File: config.mk
export PLATFORM = sky130hd
export DESIGN_NAME = player_motion_jump_ctrl
export DESIGN_NICKNAME = d
export VERILOG_FILES = /design/src/rtl/player_pkg.sv /design/src/rtl/player_motion_jump_ctrl_vert_physics.sv /design/src/rtl/player_motion_jump_ctrl.sv
export SDC_FILE = /design/constraint.sdc
export NUM_CORES = 1
export LEC_CHECK = 0
export ABC_AREA = 0
export BUFFER_PORTS_ARGS = -buffer_cell sky130_fd_sc_hd__buf_2
export CORE_MARGIN = 2
export CORE_UTILIZATION = 30
export DETAILED_ROUTE_END_ITERATION = 7
export SETUP_SLACK_MARGIN = 0.05
export SYNTH_ARGS = -nofsm -noshare
export SYNTH_HDL_FRONTEND = slang
export SYNTH_SLANG_ARGS = --single-unit
File: constraint.sdc
create_clock -name frame_Clk -period 7.1 [get_ports frame_Clk]
set_clock_uncertainty 0.05 [all_clocks]
set_input_delay 0.355 -clock frame_Clk [delete_from_list [all_inputs] [get_ports frame_Clk]]
set_output_delay 0.355 -clock frame_Clk [all_outputs]
set_load 0.1 [all_outputs]
File: src/rtl/player_pkg.sv
// Shared types and screen constants for the player motion and animation stages.
package player_pkg;

  // Decoded keyboard commands. Codes 8..15 are treated as no key.
  typedef enum logic [3:0] {
    KEY_NONE   = 4'd0,
    KEY_UP     = 4'd1,
    KEY_LEFT   = 4'd2,
    KEY_RIGHT  = 4'd3,
    KEY_JUMP   = 4'd4,
    KEY_JUMP_L = 4'd5,
    KEY_JUMP_R = 4'd6,
    KEY_DOWN   = 4'd7
  } key_e;

  typedef enum logic [1:0] {
    GROUND = 2'd0,
    RISE   = 2'd1,
    FALL   = 2'd2
  } state_e;

  // Horizontal drift latched at takeoff and held for the whole flight.
  typedef enum logic [1:0] {
    AIR_NONE  = 2'd0,
    AIR_LEFT  = 2'd1,
    AIR_RIGHT = 2'd2
  } air_dir_e;

  localparam int SCREEN_W     = 640;
  localparam int SCREEN_H     = 480;
  localparam int SPRITE_W     = 28;
  localparam int SPRITE_H     = 92;
  localparam int DEF_GROUND_Y = 300;

endpackage

File: src/rtl/player_motion_jump_ctrl_vert_physics.sv
// Vertical motion step: applies velocity and gravity for one frame in the
// current jump state; reports the apex (rise done) and landing conditions.
module player_vert_physics
  import player_pkg::*;
#(
  parameter int GROUND_Y = DEF_GROUND_Y,
  parameter int GRAVITY  = 1,
  parameter int MAX_FALL = 12
) (
  input  state_e             state,
  input  logic [9:0]         y,
  input  logic signed [5:0]  vel,
  output logic [9:0]         next_y,
  output logic signed [5:0]  next_vel,
  output logic               land,
  output logic               apex
);

  localparam logic signed [10:0] GROUND_Y_S = 11'(GROUND_Y);
  localparam logic signed [6:0]  MAX_FALL_S = 7'(MAX_FALL);

  logic signed [10:0] vel_ext;
  logic signed [10:0] y_sum;
  logic signed [6:0]  vel_inc;

  // Signed 11-bit Y sum so rising above row 0 can be detected and clamped.
  always_comb begin
    vel_ext  = {{5{vel[5]}}, vel};
    y_sum    = $signed({1'b0, y}) + vel_ext;
    vel_inc  = {vel[5], vel} + 7'(GRAVITY);
    next_y   = y;
    next_vel = vel;
    land     = 1'b0;
    apex     = 1'b0;
    case (state)
      RISE: begin
        next_y   = y_sum[10] ? 10'd0 : y_sum[9:0];
        next_vel = vel_inc[5:0];
        apex     = ~vel_inc[6];
      end
      FALL: begin
        if (y_sum >= GROUND_Y_S) begin
          next_y   = 10'(GROUND_Y);
          next_vel = 6'sd0;
          land     = 1'b1;
        end else begin
          next_y   = y_sum[9:0];
          next_vel = (vel_inc > MAX_FALL_S) ? MAX_FALL_S[5:0] : vel_inc[5:0];
        end
      end
      default: ;
    endcase
  end

endmodule

File: src/rtl/player_motion_jump_ctrl.sv
// Per-frame player motion: walking with edge clamps, ground/rise/fall jump FSM,
// facing direction and the keycode latch for the animation stages.
module player_motion_jump_ctrl
  import player_pkg::*;
#(
  parameter int X_START  = 64,
  parameter int GROUND_Y = DEF_GROUND_Y,
  parameter int X_MIN    = 0,
  parameter int X_MAX    = SCREEN_W - SPRITE_W,
  parameter int X_STEP   = 2,
  parameter int JUMP_V   = 10,
  parameter int GRAVITY  = 1,
  parameter int MAX_FALL = 12
) (
  input  logic       frame_Clk,
  input  logic       Reset,
  input  logic       frame_tick,
  input  logic [3:0] keycode,
  output logic [9:0] PlayerX,
  output logic [9:0] PlayerY,
  output logic       playerDirection,
  output logic       moving,
  output logic       airborne,
  output logic [3:0] keycode_q
);

  localparam logic signed [5:0] TAKEOFF_VEL = 6'(-JUMP_V);

  state_e            state_q, state_d;
  air_dir_e          air_dir_q, air_dir_d;
  logic signed [5:0] vel_q, vel_d;
  logic [9:0]        x_q, x_d, y_q, y_d;
  logic              dir_q, dir_d, moving_q, moving_d;
  logic [3:0]        keycode_d;

  logic [9:0]        x_left, x_right, phys_y;
  logic signed [5:0] phys_vel;
  logic              phys_land, phys_apex;

  // Clamped one-step X candidates, shared by walking and air drift.
  assign x_left  = (x_q < 10'(X_MIN + X_STEP)) ? 10'(X_MIN) : x_q - 10'(X_STEP);
  assign x_right = (x_q > 10'(X_MAX - X_STEP)) ? 10'(X_MAX) : x_q + 10'(X_STEP);

  player_vert_physics #(
    .GROUND_Y (GROUND_Y),
    .GRAVITY  (GRAVITY),
    .MAX_FALL (MAX_FALL)
  ) u_phys (
    .state    (state_q),
    .y        (y_q),
    .vel      (vel_q),
    .next_y   (phys_y),
    .next_vel (phys_vel),
    .land     (phys_land),
    .apex     (phys_apex)
  );

  // Next-state and datapath; everything holds unless frame_tick is high.
  always_comb begin
    state_d   = state_q;
    air_dir_d = air_dir_q;
    vel_d     = vel_q;
    x_d       = x_q;
    y_d       = y_q;
    dir_d     = dir_q;
    moving_d  = moving_q;
    keycode_d = keycode_q;
    if (frame_tick) begin
      keycode_d = keycode;
      moving_d  = 1'b0;
      case (state_q)
        GROUND: begin
          case (keycode)
            KEY_LEFT:   begin x_d = x_left;  dir_d = 1'b1; moving_d = 1'b1; end
            KEY_RIGHT:  begin x_d = x_right; dir_d = 1'b0; moving_d = 1'b1; end
            KEY_JUMP:   begin state_d = RISE; vel_d = TAKEOFF_VEL; air_dir_d = AIR_NONE; end
            KEY_JUMP_L: begin state_d = RISE; vel_d = TAKEOFF_VEL; air_dir_d = AIR_LEFT;  dir_d = 1'b1; end
            KEY_JUMP_R: begin state_d = RISE; vel_d = TAKEOFF_VEL; air_dir_d = AIR_RIGHT; dir_d = 1'b0; end
            default: ;
          endcase
        end
        RISE, FALL: begin
          y_d   = phys_y;
          vel_d = phys_vel;
          if (air_dir_q == AIR_LEFT)  x_d = x_left;
          if (air_dir_q == AIR_RIGHT) x_d = x_right;
          if (state_q == RISE && phys_apex) state_d = FALL;
          // Landing tick only lands; a held jump key re-launches next frame.
          if (state_q == FALL && phys_land) begin
            state_d   = GROUND;
            air_dir_d = AIR_NONE;
          end
        end
        default: state_d = GROUND;
      endcase
    end
  end

  // State registers with synchronous reset taking priority over the tick.
  always_ff @(posedge frame_Clk) begin
    if (Reset) begin
      state_q   <= GROUND;
      air_dir_q <= AIR_NONE;
      vel_q     <= 6'sd0;
      x_q       <= 10'(X_START);
      y_q       <= 10'(GROUND_Y);
      dir_q     <= 1'b0;
      moving_q  <= 1'b0;
      keycode_q <= 4'd0;
    end else begin
      state_q   <= state_d;
      air_dir_q <= air_dir_d;
      vel_q     <= vel_d;
      x_q       <= x_d;
      y_q       <= y_d;
      dir_q     <= dir_d;
      moving_q  <= moving_d;
      keycode_q <= keycode_d;
    end
  end

  assign PlayerX         = x_q;
  assign PlayerY         = y_q;
  assign playerDirection = dir_q;
  assign moving          = moving_q;
  assign airborne        = (state_q != GROUND);

endmodule

# Yosys cells after proc, flatten, opt, wreduce, memory -nomap -nowiden
# Index checks and enable logic that the tools add are counted.
# word_totals
input_bits,7
ff_bits,36
out_inout_bits,27
word_cells,78
# classes
bitwise_logic,1
add_sub_neg,4
eq_ne,16
muxes,27
order_cmp,4
reduce_logical,18
# op_table
cell,count
2-to-1 mux 10 bit,6
one-hot mux 10 bit (2 select lines),3
one-hot mux 6 bit (2 select lines),2
2-to-1 mux 6 bit,3
"equality test 4 x 3 -> 1 bit, second input constant",3
AND reduction 4 bit,3
adder 11 x 6 -> 11 bit,1
"greater-or-equal comparator 11 x 10 -> 1 bit, second input constant",1
"adder 10 x 2 -> 10 bit, second input constant",1
"greater-than comparator 10 bit, second input constant",1
"less-than comparator 10 x 2 -> 1 bit, second input constant",1
"subtractor 10 x 2 -> 10 bit, second input constant",1
"!= test 3 bit, second input constant",3
AND reduction 3 bit,3
"equality test 4 x 2 -> 1 bit, second input constant",2
2-to-1 mux 2 bit,4
one-hot mux 2 bit (2 select lines),2
nonzero test 2 bit,4
OR reduction 2 bit,4
"adder 6 x 2 -> 7 bit, second input constant",1
"greater-than comparator 7 x 5 -> 1 bit, second input constant",1
one-hot mux 2 bit (3 select lines),1
2-to-1 mux 1 bit,5
"equality test 2 x 1 -> 1 bit, second input constant",2
9 further kinds,12

# Logic depth before layout (Yosys ltp)
# depth
depth_word,7
depth_mapped,12
depth_no_buf,11

# Hierarchy
# From an unflattened synthesis, not the netlist that was laid out.
# hier_totals
hier_cells,426
area_unflattened_um2,3145.5
# by_module_without_submodules
mod,seq_area_each_um2,instances,area_per_inst_um2,cells_each
player_motion_jump_ctrl,720.7,1,1929.4,246
player_vert_physics,0.0,1,1216.2,180

# Least setup slack after synthesis
# No wires, ideal clock.
# synth_timing
kind,register to register
startpoint,register y_q[1] (netlist: PlayerY[1])
endpoint,register y_q[1] (netlist: PlayerY[1])
path_buffers,1
period_less_slack_ns,3.190
path_stages_with_launch,11
required_time_ns,6.922
setup_ns,0.128
arrival_ns,3.013
setup_slack_ns,3.910
path_cell_list,dfxtp_1 > ha_1 > a21o_1 > a41oi_1 > o21ai_1 > a31oi_1 > xor2_1 > a211o_4 > buf_6 > a32oi_1 > nor2_1
# synth_between
elab_chain_len,4
elab_cells_between_ends,5
classes_between,add/sub (1); order compare (1); mux (3)
# synth_lines
element,line_no,text
from (decl),player_motion_jump_ctrl.sv:32,"logic [9:0] x_q, x_d, y_q, y_d;"
from (signal assigned),player_motion_jump_ctrl.sv:106,y_q <= 10'(GROUND_Y);
from (signal assigned),player_motion_jump_ctrl.sv:115,y_q <= y_d;
adder 11 x 6 -> 11 bit (*),player_motion_jump_ctrl_vert_physics.sv:29,"y_sum = $signed({1'b0, y}) + vel_ext;"
greater-or-equal comparator 11 x 10 -> 1 bit,player_motion_jump_ctrl_vert_physics.sv:42,if (y_sum >= GROUND_Y_S) begin
2-to-1 mux 10 bit,player_motion_jump_ctrl_vert_physics.sv:42,
one-hot mux 10 bit (2 select lines) (*),player_motion_jump_ctrl_vert_physics.sv:35,case (state)
# Mark *: on every way between the ends. The rest lies on a longest branch, timed or not.
# A chain may end at the register's enable or synchronous reset.

# Worst setup path after layout
# layout_timing
startpoint,register vel_q[0]
endpoint,register y_q[6] (netlist: PlayerY[6])
# layout_between
elab_chain_len,4
elab_cells_between_ends,5
classes_between,add/sub (1); order compare (1); mux (3)
# layout_lines
element,line_no,text
from (decl),player_motion_jump_ctrl.sv:31,"logic signed [5:0] vel_q, vel_d;"
from (signal assigned),player_motion_jump_ctrl.sv:113,vel_q <= vel_d;
adder 11 x 6 -> 11 bit (*),player_motion_jump_ctrl_vert_physics.sv:29,
greater-or-equal comparator 11 x 10 -> 1 bit,player_motion_jump_ctrl_vert_physics.sv:42,
2-to-1 mux 10 bit,player_motion_jump_ctrl_vert_physics.sv:42,
one-hot mux 10 bit (2 select lines) (*),player_motion_jump_ctrl_vert_physics.sv:35,
# Marks and branches as above.

==> flow_summary_export.csv <==
group,metric,value,unit
run_status,status,"completed",
cts,clk_latency,0.30,ns
cts,clockRootBuffer,"clkbuf_8",
synthesis,ys_top_cells_by_count,"39 x a21oi_1, 37 x nand2_1, 36 x dfxtp_1",
grt,grt-ovfl-total,0,
drt,vias_per_cell,5.39,
synthesis,synthCells,340,
synthesis,ys_seq_area_share,28.2,%
cells_and_area,stdcell_area,2870,µm²
timing,fin_setup_tns,0,ns
worst_setup_path,startpoint_type,"flip-flop",
drt,drt_pass1_iterations,4,
cells_and_area,drive_above_1_share,14.3,%
synthesis,yosys.area_share.xor_xnor,3.42,%
synthesis,synth_area_leaders,"dfxtp_1 28%, ha_1 9.3%, a21oi_1 7.6%",
worst_setup_path,crit_type,"reg -> reg",
cts,cts.sinks,36,
worst_setup_path,path_cells,"ha_1, fa_1, a21o_1, nand4_1, a31oi_2, a21o_1, a21oi_2, xnor2_1, a21oi_1, a32oi_1, nor2_1",
placed_design,place_congestion,0.790,
timing,post-route-min-period,3.02,ns
synthesis,synthSimpleGateAreaFrac,25.0,%
timing,tightest_slew,0.794,ns
worst_setup_path,critPathArrivalTime,3.21,ns
power,p_leak,1.18,nW
timing,fin_ws,4.08,ns
floorplanning,die_area,9290,µm²
worst_setup_path,worstPathRequired,7.28,ns
cts,cts_tree,"built",
worst_setup_path,slowest_delay,0.63,ns
grt,antenna_found_initial,0,
synthesis,ys_seq_elements,36,
synthesis,yosysTopAreaCell,"dfxtp_1",
grt,grt_pass1_vias,2350,
cells_and_area,final_cells,469,
synthesis,synth_edf_count,0,
floorplanning,rows,33,
floorplanning,core_region_area,8260,µm²
worst_hold_path,hold_depth,3,
placed_design,dp_hpwl,4510,µm
timing,maxSlewViolCount,0,
cts,cts_setup_buffers,0,
worst_hold_path,hp-class,"in -> reg",
synthesis,synth_ff_type,"dfxtp_1",
drt,drc,0,
cts,h-tree-depth,2,
cells_and_area,area_growth,12.3,%
cts,cts.repair.resized,0,
worst_setup_path,cp_common_cell,"a21o_1",
worst_hold_path,min-delay-start,"keycode[3]",
floorplanning,pin_count,34,
grt,grt_pass1_wl,10800,µm
timing,holdWs,0.310,ns
floorplanning,start_util,31.0,%
synthesis,syn_nets,367,
placed_design,dp.cells,461,
drt,routed_wl,6450,µm
power,irDropWorstVdd,96.3,µV
synthesis,synth_most_common_cell,"a21oi_1",
placed_design,place_ws,4.11,ns
run,cap_violations,0,
grt,track_usage,14.6,%
synthesis,synth-compound-area-share,26.3,%
worst_setup_path,cp_max_fo,8,
synthesis,synth_area_per_cell,7.53,µm²
cts,cts_buffers,5,
cells_and_area,fillers,893,
cells_and_area,diodes,0,
timing,rsz0062_at_grt,"no",
drt,wl_per_cell,13.8,µm
worst_setup_path,slowest_stage,"a21oi_1",
worst_setup_path,rr_worst_depth,11,
floorplanning,fp.dieH,96.4,µm
cts,postCtsHoldBufs,0,
synthesis,yosysWarnings,0,
worst_setup_path,r2r_setup_slack,4.08,ns
grt,grt_max_degree,36,
placed_design,dpl_cell_area,2790,µm²
timing,finalCritPeriodShare,42.6,%
worst_setup_path,cp-end-kind,"flip-flop",
floorplanning,die_x,96.4,µm
power,power,548,µW
synthesis,syn_area,2560,µm²
power,powerDensity,191,nW/µm²
cells_and_area,post-route-util,34.8,%
synthesis,synthAdderAreaFrac,10.1,%
synthesis,synth_top_family_by_area,"compound AO/OA/AOI/OAI gates",
synthesis,synth_mux_area_share,1.96,%
synthesis,async_flop_share,0,%
placed_design,portBuffers,33,
timing,timing.final.hold_violations,0,
worst_hold_path,hold_path_end,"keycode_q[3]$_SDFFE_PP0P_",
worst_setup_path,r2r-end,"PlayerY[6]$_SDFFE_PP0P_",
synthesis,synth_top_area_share,28.2,%
timing,finalSetupViolations,0,
drt,dr.first_iter.drc_count,145,
timing,fmax,331,MHz
timing,slew_headroom,47.1,%
drt,num_vias,2526,
synthesis,yosysUniqueCellTypes,54,
cells_and_area,finalNetCount,390,
worst_setup_path,r2r_start,"vel_q[0]$_SDFFE_PP0P_",
drt,postRouteAntennaNets,0,
cts,clock_path_buffers,2,
cts,clk_pin_slew,0.08,ns
[cell families (layout without fill, tap and decap cells)]
| kind of cell | after synthesis | count (layout) |
|---|---|---|
| AO/OA/AOI/OAI | 104 | 104 |
| XOR/XNOR | 10 | 10 |
| adder cells (fa/ha/maj) | 20 | 20 |
| buffers and inverters | 32 | 56 |
| flip-flops | 36 | 36 |
| multiplexers | 5 | 5 |
| AND/OR/NAND/NOR | 133 | 133 |
[metal layers]
layer | track usage [%] | routed length (µm) | vias to the layer above
li1 | - | - | 1279
met1 | 18.7 | 3070 | 1185
met2 | 24.4 | 3070 | 56
met3 | 3.41 | 279 | 6
met4 | 4.11 | 38 | 0
met5 | 0 | 0 | -
[registers in the layout, indices dropped and copies added (netlist names)]
signal and count:
PlayerY 10, air_dir_q 2, keycode_q 4, moving 1, playerDirection 1, PlayerX 10, vel_q 6, state_q 2
[worst max-delay path, delay by kind of cell (launching register included)]
family,cells,cell delay (ns)
compound gates,6,1.51
simple gates,2,0.25
fa+ha+maj,2,0.63
flops,1,0.38
xor+xnor,1,0.13
[placed cells by master (no fill, tap or decap), types with 2 or more instances in the layout]
cell type and n:
and3_1 2, clkbuf_8 5, a221o_1 4, dfxtp_1 36
nor3_1 15, nor4_1 3, buf_2 33, mux2i_1 5
o31ai_1 3, a21o_1 4, nand2_1 37, a21boi_0 3
a21oi_1 39, nor2_1 30, nand3_1 17, nand4_1 5
o211ai_1 2, inv_1 14, nand3b_1 5, o21ai_0 18
a31oi_1 4, ha_1 19, xor2_1 6, or3_1 2
o22ai_1 3, a32oi_1 3, xnor2_1 4, o21ai_1 2
nand2b_1 11, a22oi_1 4, a21oi_2 2, clkinv_2 2
[worst max-delay path by stage]
| stage | start | to | slack, ns | cells after the start |
|---|---|---|---|---|
| floorplan | PlayerY[1]$_SDFFE_PP0P_ | PlayerY[1]$_SDFFE_PP0P_ | 3.91 | 10 |
| global placement | vel_q[0]$_SDFFE_PP0P_ | PlayerY[1]$_SDFFE_PP0P_ | 4.21 | 11 |
| detailed placement | vel_q[0]$_SDFFE_PP0P_ | PlayerY[6]$_SDFFE_PP0P_ | 4.11 | 11 |
| CTS | vel_q[0]$_SDFFE_PP0P_ | PlayerY[6]$_SDFFE_PP0P_ | 4.09 | 11 |
| global route | vel_q[0]$_SDFFE_PP0P_ | PlayerY[6]$_SDFFE_PP0P_ | 3.85 | 11 |
| finish | vel_q[0]$_SDFFE_PP0P_ | PlayerY[6]$_SDFFE_PP0P_ | 4.08 | 11 |
[layout make-up]
| class | instances | area [µm²] | area share, % |
|---|---|---|---|
| multi-input cells | 272 | 1710 | 59.5 |
| flip-flops and latches | 36 | 721 | 25.1 |
| repair buffers | 34 | 173 | 6.01 |
| well taps | 105 | 131 | 4.57 |
| clock buffers | 5 | 68.8 | 2.39 |
| inverters | 14 | 52.6 | 1.83 |
| clock inverters | 3 | 18.8 | 0.653 |
[power by group]
part / internal (mW) / switching, mW / total (mW)
clock: 0.0685 / 0.0844 / 0.153
combinational: 0.0470 / 0.120 / 0.167
sequential: 0.212 / 0.0162 / 0.228
total: 0.327 / 0.221 / 0.548
Note: power is estimated with default switching activity, not from simulation.
